File: src/rtl/keccak_perm_ctrl.sv
// Keccak-f[1600] sequencer: schedules absorb, permute and squeeze on the state register and round datapath.
// Latency: start->first absorb 1 cycle; permute NUM_ROUNDS/ROUNDS_PER_CYCLE cycles; first out_valid the cycle after.
// Backpressure: one lane per in_valid/in_ready or out_valid/out_ready handshake; stalls in place otherwise.
// Optional: define KECCAK_CTRL_PERF_CNT_EN to add the saturating perm_count output.
module keccak_perm_ctrl #(
    parameter int NUM_ROUNDS       = 24,
    parameter int ROUNDS_PER_CYCLE = 1,
    parameter int RATE_WORDS       = 17,
    localparam int RIW = (NUM_ROUNDS > 1) ? $clog2(NUM_ROUNDS) : 1,
    localparam int LIW = (RATE_WORDS > 1) ? $clog2(RATE_WORDS) : 1
) (
    input  logic           clk,
    input  logic           rst_n,
    input  logic           start,
    input  logic           in_valid,
    output logic           in_ready,
    input  logic           in_last,
    output logic           out_valid,
    input  logic           out_ready,
    input  logic           squeeze_stop,
    output logic           state_clr,
    output logic           absorb_en,
    output logic           round_en,
    output logic [RIW-1:0] round_idx,
    output logic [LIW-1:0] lane_idx,
    output logic           busy,
`ifdef KECCAK_CTRL_PERF_CNT_EN
    output logic [31:0]    perm_count,
`endif
    output logic           done
);

    // Reject parameter sets the round counter cannot step through exactly.
    if (ROUNDS_PER_CYCLE < 1 || (NUM_ROUNDS % ROUNDS_PER_CYCLE) != 0) begin : g_bad_rpc
        $error("ROUNDS_PER_CYCLE must divide NUM_ROUNDS");
    end
    if (RATE_WORDS < 1 || RATE_WORDS > 24) begin : g_bad_rate
        $error("RATE_WORDS must be in 1..24");
    end

    typedef enum logic [1:0] {
        IDLE    = 2'd0,
        ABSORB  = 2'd1,
        PERMUTE = 2'd2,
        SQUEEZE = 2'd3
    } state_t;

    state_t state, state_n;
    logic   final_q;
    logic   lane_last;
    logic   round_last;

    assign lane_last  = (lane_idx == LIW'(RATE_WORDS - 1));
    assign round_last = (round_idx == RIW'(NUM_ROUNDS - ROUNDS_PER_CYCLE));

    // State register.
    always_ff @(posedge clk or negedge rst_n) begin
        if (!rst_n) begin
            state <= IDLE;
        end else begin
            state <= state_n;
        end
    end

    // Next-state decode plus all control outputs (Mealy ones gated by live inputs).
    always_comb begin
        state_n   = state;
        state_clr = 1'b0;
        absorb_en = 1'b0;
        done      = 1'b0;
        in_ready  = 1'b0;
        out_valid = 1'b0;
        round_en  = 1'b0;
        busy      = (state != IDLE);
        case (state)
            IDLE: begin
                if (start) begin
                    state_clr = 1'b1;
                    state_n   = ABSORB;
                end
            end
            ABSORB: begin
                in_ready = 1'b1;
                if (in_valid) begin
                    absorb_en = 1'b1;
                    // A short final block leaves unwritten lanes untouched (XOR with zero).
                    if (in_last || lane_last) state_n = PERMUTE;
                end
            end
            PERMUTE: begin
                round_en = 1'b1;
                if (round_last) state_n = final_q ? SQUEEZE : ABSORB;
            end
            SQUEEZE: begin
                out_valid = 1'b1;
                // Stop wins over the refill permutation so the consumer can always end cleanly.
                if (squeeze_stop) begin
                    done    = 1'b1;
                    state_n = IDLE;
                end else if (out_ready && lane_last) begin
                    state_n = PERMUTE;
                end
            end
            default: state_n = IDLE;
        endcase
    end

    // Lane/round counters and the message-complete flag.
    always_ff @(posedge clk or negedge rst_n) begin
        if (!rst_n) begin
            lane_idx  <= '0;
            round_idx <= '0;
            final_q   <= 1'b0;
        end else begin
            case (state)
                IDLE: begin
                    if (start) begin
                        lane_idx  <= '0;
                        round_idx <= '0;
                        final_q   <= 1'b0;
                    end
                end
                ABSORB: begin
                    if (in_valid) begin
                        lane_idx <= lane_idx + LIW'(1);
                        if (in_last)        final_q <= 1'b1;
                        else if (lane_last) final_q <= 1'b0;
                    end
                end
                PERMUTE: begin
                    if (round_last) begin
                        round_idx <= '0;
                        lane_idx  <= '0;
                    end else begin
                        round_idx <= round_idx + RIW'(ROUNDS_PER_CYCLE);
                    end
                end
                SQUEEZE: begin
                    // A lane taken in the same cycle as squeeze_stop still counts as consumed.
                    if (out_ready) lane_idx <= lane_idx + LIW'(1);
                end
                default: ;
            endcase
        end
    end

`ifdef KECCAK_CTRL_PERF_CNT_EN
    // Completed-permutation counter, cleared per hash and held at all-ones.
    always_ff @(posedge clk or negedge rst_n) begin
        if (!rst_n) begin
            perm_count <= '0;
        end else if (state == IDLE && start) begin
            perm_count <= '0;
        end else if (state == PERMUTE && round_last && perm_count != 32'hFFFF_FFFF) begin
            perm_count <= perm_count + 32'd1;
        end
    end
`endif

endmodule
File: config.mk
export PLATFORM = sky130hd
export DESIGN_NAME = keccak_perm_ctrl
export DESIGN_NICKNAME = d
export VERILOG_FILES = /design/src/rtl/keccak_perm_ctrl.sv
export SDC_FILE = /design/constraint.sdc
export NUM_CORES = 1
export LEC_CHECK = 0
export CAP_MARGIN = 20
export CORE_AREA = 3 3 49 51
export DETAILED_ROUTE_END_ITERATION = 7
export DIE_AREA = 0 0 52 54
export PLACE_DENSITY = 0.77
export SETUP_SLACK_MARGIN = 0.2
export SYNTH_ARGS = -nofsm -noshare
export SYNTH_HDL_FRONTEND = slang
export SYNTH_SLANG_ARGS = --single-unit
File: constraint.sdc
create_clock -name clk -period 2 [get_ports clk]
set_clock_uncertainty 0.2 [all_clocks]
set_input_delay 0.2 -clock clk [delete_from_list [all_inputs] [get_ports clk]]
set_output_delay 0.2 -clock clk [all_outputs]
set_load 0.03 [all_outputs]
# Word-level counts from Yosys, hierarchy flattened
# Index checks and enable logic that the tools add are counted.
[word_totals]
word_cells = 57
regBits = 13
in_bits = 7
[op_classes]
n_reduce_logical = 10
n_eq_ne = 12
addsub = 2
mux = 29
[op_table]
columns = ["operator", "n"]
rows = [
  ["5-bit two-way mux", 5],
  ["5-bit case mux with 4 select lines", 1],
  ["2-bit two-way mux", 7],
  ["1-bit two-way mux", 13],
  ["5-bit by 1-bit adder with 5-bit output (second input constant)", 2],
  ["5-bit == test (second input constant)", 2],
  ["2-bit inequality test (second input constant)", 5],
  ["5-bit case mux with 2 select lines", 1],
  ["2-bit case mux with 4 select lines", 1],
  ["4-bit AND reduction", 2],
  ["3-bit inequality test (second input constant)", 2],
  ["2-bit nonzero test", 3],
  ["5-bit AND reduction", 1],
  ["2-bit == test (second input constant)", 2],
  ["2-bit by 1-bit == test with 1-bit output (second input constant)", 1],
  ["2-bit logical NOT", 1],
  ["1-bit case mux with 2 select lines", 1],
  ["2-bit AND reduction", 1],
  ["1-bit logical AND", 1],
  ["1-bit logical OR", 1],
]

# Depth between registers and ports, before layout
# Gate-level depths: netlist (run 1).
[logic_depth]
word_depth = 5
depth_mapped = 5
mapped_depth_nobuf = 5

# Worst setup path before layout (run 1)
# No wires, ideal clock.
[synth_path]
path_type = "reg2reg"
startpoint = "register state[0]"
endpoint = "register final_q"
arrival_ns = 1.622
n_path_buf = 1
stages_incl_launch_ff = 5
period_less_slack_ns = 1.888
setup_slack_ns = 0.112
path_cell_list = "dfrtp_1 buf_6 nor2b_1 and2_1 a22o_1"
[synth_between]
elab_chain_cells = 3
word_cells_on_any_way = 8
cone_classes = "4 x eq/ne; 1 x mux; 3 x reduce/logical"
[synth_lines]
columns = ["item", "line", "text"]
rows = [
  ["start: declaration", "48", "state_t state, state_n;"],
  ["start signal: assignment", "61", "state <= state_n;"],
  ["2-bit by 1-bit == test with 1-bit output / 2-bit logical NOT (equally long branches)", "115", "case (state)"],
  ["3-bit inequality test (no line) (tied with other cells)", "--", ""],
  ["4-bit AND reduction (no line)", "--", ""],
  ["end signal: assignment", "113", "final_q <= 1'b0;"],
  ["end signal: assignment", "120", "final_q <= 1'b0;"],
  ["end signal: assignment", "126", "if (in_last) final_q <= 1'b1;"],
  ["end: declaration", "49", "logic final_q;"],
]
# Several ways; a longest one is shown, not always the timed one.
# A chain may end at the register's enable or synchronous reset.

# Worst setup path after layout (run 1)
[layout_path]
startpoint = "register state[0]"
endpoint = "output port absorb_en"
[layout_between]
elab_chain_cells = 2
[layout_lines]
columns = ["item", "line", "text"]
rows = [
  ["2-bit by 1-bit == test with 1-bit output", "75", "case (state)"],
  ["1-bit two-way mux", "75", ""],
  ["end: declaration", "22", "output logic absorb_en,"],
]
# No other way between the ends.

==> flow_metrics.env, run 1 <==
export IMPL_die_w_um=52
export IMPL_clock_latency_ps=270
export IMPL_hpwl_um=1518
export IMPL_r2r_end="lane_idx[4]"
export IMPL_die_area_um2=2808
export IMPL_leakagePower_nw=0.6733
export IMPL_cap_violations=0
export IMPL_cp_top_family="flip-flops"
export IMPL_drt_antenna_violating_nets=0
export IMPL_grt_pass1_wl_um=3249
export IMPL_cts_tree="yes"
export IMPL_synth_top_cell_area_share=0.3875
export IMPL_cts_max_level=1
export IMPL_slew_violations=0
export IMPL_fin_util=0.5896
export IMPL_route_detailed_wl_per_inst_um=14.57
export IMPL_antenna_found_initial=0
export IMPL_coreArea_um2=1982
export IMPL_synth_cells=84
export IMPL_reg2reg_slack_ps=320
export IMPL_cp_cell_sequence="buf_4 > nor2b_2 > and2_1 > buf_4"
export IMPL_fin_crit_ps=1774
export IMPL_cts_path_max_buffers=2
export IMPL_pin_count=24
export IMPL_synth_flop_cell="dfrtp_1"
export IMPL_path_depth=4
export IMPL_worstPathMaxFanout=8
export IMPL_irDropWorstVdd_v=0.0006698
export IMPL_dr_first_iter_drc_count=13
export IMPL_cpMaxStageDelayCell="dfrtp_2"
export IMPL_setup_tns_ps=0
export IMPL_io_buffer_count=23
export IMPL_routed_wl_um=2069
export IMPL_seq_area_um2=327.8
export IMPL_cp_required_ps=1600
export IMPL_synth_common_cells="13 x dfrtp_1, 9 x inv_1, 7 x nand2_1"
export IMPL_ys_types=39
export IMPL_slew_headroom=0.5893
export IMPL_num_nets_final=126
export IMPL_num_vias=761
export IMPL_dr_pass1_iters=4
export IMPL_clk_pin_slew_ps=90
export IMPL_grt_max_degree=14
export IMPL_finalNonFillerCells=142
export IMPL_die_h_um=54
export IMPL_hold_class="in -> async"
export IMPL_drive_gt1_frac=0.2609
export IMPL_yosys_top_cells_area="dfrtp_1 39%, ha_1 4.5%, inv_1 4.0%, a221oi_4 3.1%, nand2_1 3.1%"
export IMPL_power_per_cell_area_nw_per_um2=1318
export IMPL_gp_congestion=0.8014
export IMPL_startpoint_type="flop"
export IMPL_via_per_inst=5.359
export IMPL_yosysTopAreaCell="dfrtp_1"
export IMPL_grt_pass1_vias=705
export IMPL_grt_util_all_layers=0.1559
export IMPL_fmax_ghz=0.5636
export IMPL_num_rows=16
export IMPL_ys_ff_latch=13
export IMPL_syn_area_per_cell_um2=9.995
export IMPL_yosysSeqAreaShare=0.3875
export IMPL_route_detailed_drc=0
export IMPL_cp_startpoint="state[0]"
export IMPL_r2r_worst_path_cells=4
export IMPL_numCtsBuffers=3
export IMPL_timing_final_crit_share=0.8872
export IMPL_synth_edf_count=0
export IMPL_arrival_ps=1370
export IMPL_worst_slew_pin_slew_ps=614.1
export IMPL_path_buf_inv=2
export IMPL_dpl_cell_count=135
export IMPL_n_fill_cell=180
export IMPL_cts_sinks=13
export IMPL_yosysWarnings=0
export IMPL_endpoint_kind="primary output"
export IMPL_synth_cell_area_um2=839.6
export IMPL_hold_violations=0
export IMPL_synthArstFlopShare=1.000
export IMPL_grt_overflow_total=0
export IMPL_multi_input_area_um2=461.7
export IMPL_start_util=0.4236
export IMPL_setup_viol=0
export IMPL_rsz0062_at_grt="false"
export IMPL_r2r_start="round_idx[0]"
export IMPL_crit_top_cell="buf_4"
export IMPL_slowest_delay_ps=420
export IMPL_synth_most_common_cell="dfrtp_1"
export IMPL_path_class="reg -> out"
export IMPL_outcome="finished clean"
export IMPL_postCtsHoldBufs=0
export IMPL_root_buffer="clkbuf_4"
export IMPL_num_antenna_cells=0
export IMPL_synth_nets=94
export IMPL_syn_to_final_growth_pct=39.20
-- flip-flops by register name, summed over array words and instances (netlist names) --
signal     count
state          2
lane_idx       5
final_q        1
round_idx      5
-- metrics by stage --
stage	hold WS (ps)	cell area [um2]	total power, mW	setup slack, ps
after floorplan	-295.6	842.1	1.014	225.3
after global placement	308.6	1105	1.312	92.05
after detailed placement	299.0	1105	1.330	73.76
after CTS	118.8	1139	1.503	14.21
after global routing	145.9	1169	1.639	193.9
final	109.5	1169	1.540	225.7
-- cell families (layout without fill, tap and decap cells) --
family / after synthesis / in the layout / share of synthesized area
flip-flops: 13 / 13 / 0.3875
AND/OR/NAND/NOR: 30 / 30 / 0.2370
multiplexers: 3 / 3 / 0.03875
buffers and inverters: 13 / 44 / 0.07452
adder cells (fa/ha/maj): 3 / 3 / 0.04471
XOR/XNOR: 1 / 1 / 0.01043
AO/OA/AOI/OAI: 21 / 21 / 0.2072
-- worst max-delay path by stage --
| stage | to | slack [ps] |
|---|---|---|
| CTS | out_valid | 10 |
| floorplan | lane_idx[4] | 230 |
| global placement | done | 90 |
| global route | absorb_en | 190 |
| detailed placement | done | 70 |
| finish | absorb_en | 230 |
-- worst reg2reg max path: cells and delay by family, from the launching register on --
family                     cells  cell delay (ps)
AOI/OAI and AO/OA              2              550
and+or+nand+nor                1              150
adders and majority gates      1              250
DFF                            1              420
-- layout by cell type, fill, tap and decap left out, drive strengths merged, types with 2 or more instances in the layout --
cell type	netlist	routed
and3	3	3
nand4	2	2
clkbuf	0	6
o221ai	3	3
inv	9	9
o21bai	2	2
nand3	5	5
nor2b	2	2
nand2	7	7
o21ai	4	4
buf	4	12
ha	3	3
dlymetal6s2s	0	7
o211ai	2	2
mux2	2	2
dlygate4sd2	0	2
clkdlybuf4s50	0	8
dfrtp	13	13
-- metal layers --
metal  global-route usage  routed length, um  vias to the layer above
met3              0.01939                102                        2
met4              0.05240                 14                        0
li1                     -                  -                      373
met2               0.2699               1000                       20
met5                    0                  0                        -
met1               0.2000                952                      366
-- final cells by class --
class,count,share of cell area
timing repair buffer,31,0.2441
tap,27,0.02891
clock buffer,4,0.02248
multi-input combinational,58,0.3951
sequential,13,0.2805
inverter,9,0.02891
-- power breakdown --
group | internal, mW | switching [mW] | leakage (nW)
logic | 0.411 | 0.531 | 0.488
registers | 0.345 | 0.0926 | 0.170
clock network | 0.0770 | 0.0835 | 0.0150
-- what timing repair did --
action | 4_1_cts | 5_1_grt
setup endpoints to repair | 7 | 15
pin swaps | 0 | 1
resized for setup | 7 | 13
setup buffers | 1 | 2
Note: power is estimated with default switching activity, not from simulation.
==> inputs of run 2 (changes only) <==
- CORE_AREA: 3 3 49 51 -> 3 3 52 49
- DIE_AREA: 0 0 52 54 -> 0 0 55 52
- PLACE_DENSITY: 0.77 -> 0.76
==> run 2 against run 1 <==
Compared with the run above:
- global-route usage fell by 0.82 points
- non-clock buffer count shrank 5
- hold slack worse by 14 ps
- sequential cell count unchanged
- clock power about the same
- via count is 3.0% lower
- first-iteration DRC count down 7.7%
- register-to-register slack barely moved
- maximum frequency grew 0.92%
- final area decreased by 4.0%
- combinational power is 13% lower
- critical path depth shrank 1
- largest power group unchanged
==> flow_metrics.env, run 2 (same netlist as run 1, synthesis figures left out) <==
export IMPL_outcome="finished clean"
export IMPL_die_area_um2=2860
export IMPL_route_detailed_drc=0
export IMPL_arrival_ps=1360
export IMPL_routed_wl_um=1899
export IMPL_fin_crit_ps=1758
export IMPL_worst_slew_pin_slew_ps=595.1
export IMPL_post_place_ws_ps=84.13
export IMPL_cts_max_level=1
export IMPL_fmax_ghz=0.5688
export IMPL_drt_antenna_violating_nets=0
export IMPL_worstPathMaxFanout=12
export IMPL_num_vias=738
export IMPL_hpwl_um=1469
export IMPL_syn_to_final_growth_pct=33.68
export IMPL_top_regs="lane_idx: 5 flops, round_idx: 5 flops, state: 2 flops"
export IMPL_setup_tns_ps=0
export IMPL_cap_violations=0
export IMPL_final_common_cell="dfrtp_1"
export IMPL_via_per_inst=5.387
export IMPL_cp_required_ps=1600
export IMPL_grt_max_degree=14
export IMPL_gp_congestion=0.7586
export IMPL_dr_pass1_iters=4
export IMPL_leakagePower_nw=0.6344
export IMPL_power_total_mw=1.438
export IMPL_timing_final_crit_share=0.8791
export IMPL_worst_slack_ps=241.8
export IMPL_num_antenna_cells=0
export IMPL_postCtsHoldBufs=0
export IMPL_irDropWorstVdd_v=0.0007090
export IMPL_dr_first_iter_drc_count=12
export IMPL_grt_util_all_layers=0.1477
export IMPL_coreArea_um2=2122
export IMPL_cts_path_max_buffers=2
export IMPL_slew_violations=0
export IMPL_grt_pass1_wl_um=3139
export IMPL_root_buffer="clkbuf_4"
export IMPL_grt_pass1_vias=711
export IMPL_route_detailed_wl_per_inst_um=13.86
export IMPL_setup_viol=0
export IMPL_post_cts_buffers=0
export IMPL_r2r_worst_path_cells=5
export IMPL_pin_count=24
export IMPL_hold_class="in -> async"
export IMPL_io_buffer_count=23
export IMPL_clock_latency_ps=270
export IMPL_cts_sinks=13
export IMPL_final_cell_mix="11 x dfrtp_1, 9 x inv_1, 7 x nand2_1, 7 x buf_4"
export IMPL_grt_overflow_total=0
export IMPL_start_util=0.3956
export IMPL_slew_headroom=0.6020
export IMPL_startpoint_type="flop"
export IMPL_power_per_cell_area_nw_per_um2=1281
export IMPL_num_nets_final=121
export IMPL_hold_violations=0
export IMPL_die_w_um=55
export IMPL_die_h_um=52
export IMPL_path_class="reg -> out"
export IMPL_cts_tree="yes"
export IMPL_endpoint_kind="primary output"
export IMPL_rsz0062_at_grt="true"
export IMPL_numCtsBuffers=3
export IMPL_num_rows=16
export IMPL_antenna_found_initial=0
export IMPL_clk_pin_slew_ps=80
export IMPL_drive_gt1_frac=0.2364
[run 2: changes by cell type in the layout (fill, tap and decap cells not counted)]
cell             change
nor2b_2              +1
dlygate4sd2_1        +3
ha_2                 +1
dlymetal6s2s_1       -1
nor2b_4              -1
o311ai_1             -1
buf_4                -5
ha_1                 -1
clkdlybuf4s50_1      -2
o311ai_0             +1
[run 2: stage by stage]
stage	hold WS (ps)	std cells	utilization	area (um2)
floorplan	-295.6	84	-	842.1
global placement	306.4	133	0.5136	1090
detailed placement	325.2	133	0.5136	1090
CTS	119.9	137	0.5242	1112
global route	129.5	137	0.5289	1122
finish	95.42	137	0.5289	1122
[run 2: cell type report]
type / count / area, um2
clock buffers: 4 / 26.28
well taps: 27 / 33.78
repair buffers: 26 / 241.5
flip-flops and latches: 13 / 327.8
fillers: 209 / 999.7
inverters: 9 / 33.78
multi-input cells: 58 / 459.2
[run 2: report_power, final]
| part | leakage, nW | total (mW) | switching [mW] | internal (mW) |
|---|---|---|---|---|
| logic | 0.449 | 0.818 | 0.476 | 0.342 |
| registers | 0.170 | 0.456 | 0.112 | 0.345 |
| clock network | 0.0150 | 0.163 | 0.0861 | 0.0773 |
[run 2: worst paths after layout]
check / from / endpoint / slack [ps]
setup / recovery: state[1] / round_en / 240
max in group asynchronous: rst_n / state[0] / 1080
hold / removal: rst_n / round_idx[4] / 100
hold reg to reg: final_q / final_q / 330
setup reg to reg: lane_idx[0] / final_q / 320
min in group clk: final_q / final_q / 330
[run 2: timing repair]
item,4_1_cts,5_1_grt
pin swaps,0,1
endpoints found under the setup margin,8,13
gates resized for setup,10,11
[run 2: critical path, stage by stage (launching register included)]
cell and delay (ps):
dfrtp_2 490, nor2b_2 270, buf_4 160, buf_4 150
[run 2: per-layer routing]
layer	track usage	share of wire
met5	0	0
met4	0.01215	0
met3	0.05444	0.061
met2	0.2421	0.49
met1	0.1905	0.45
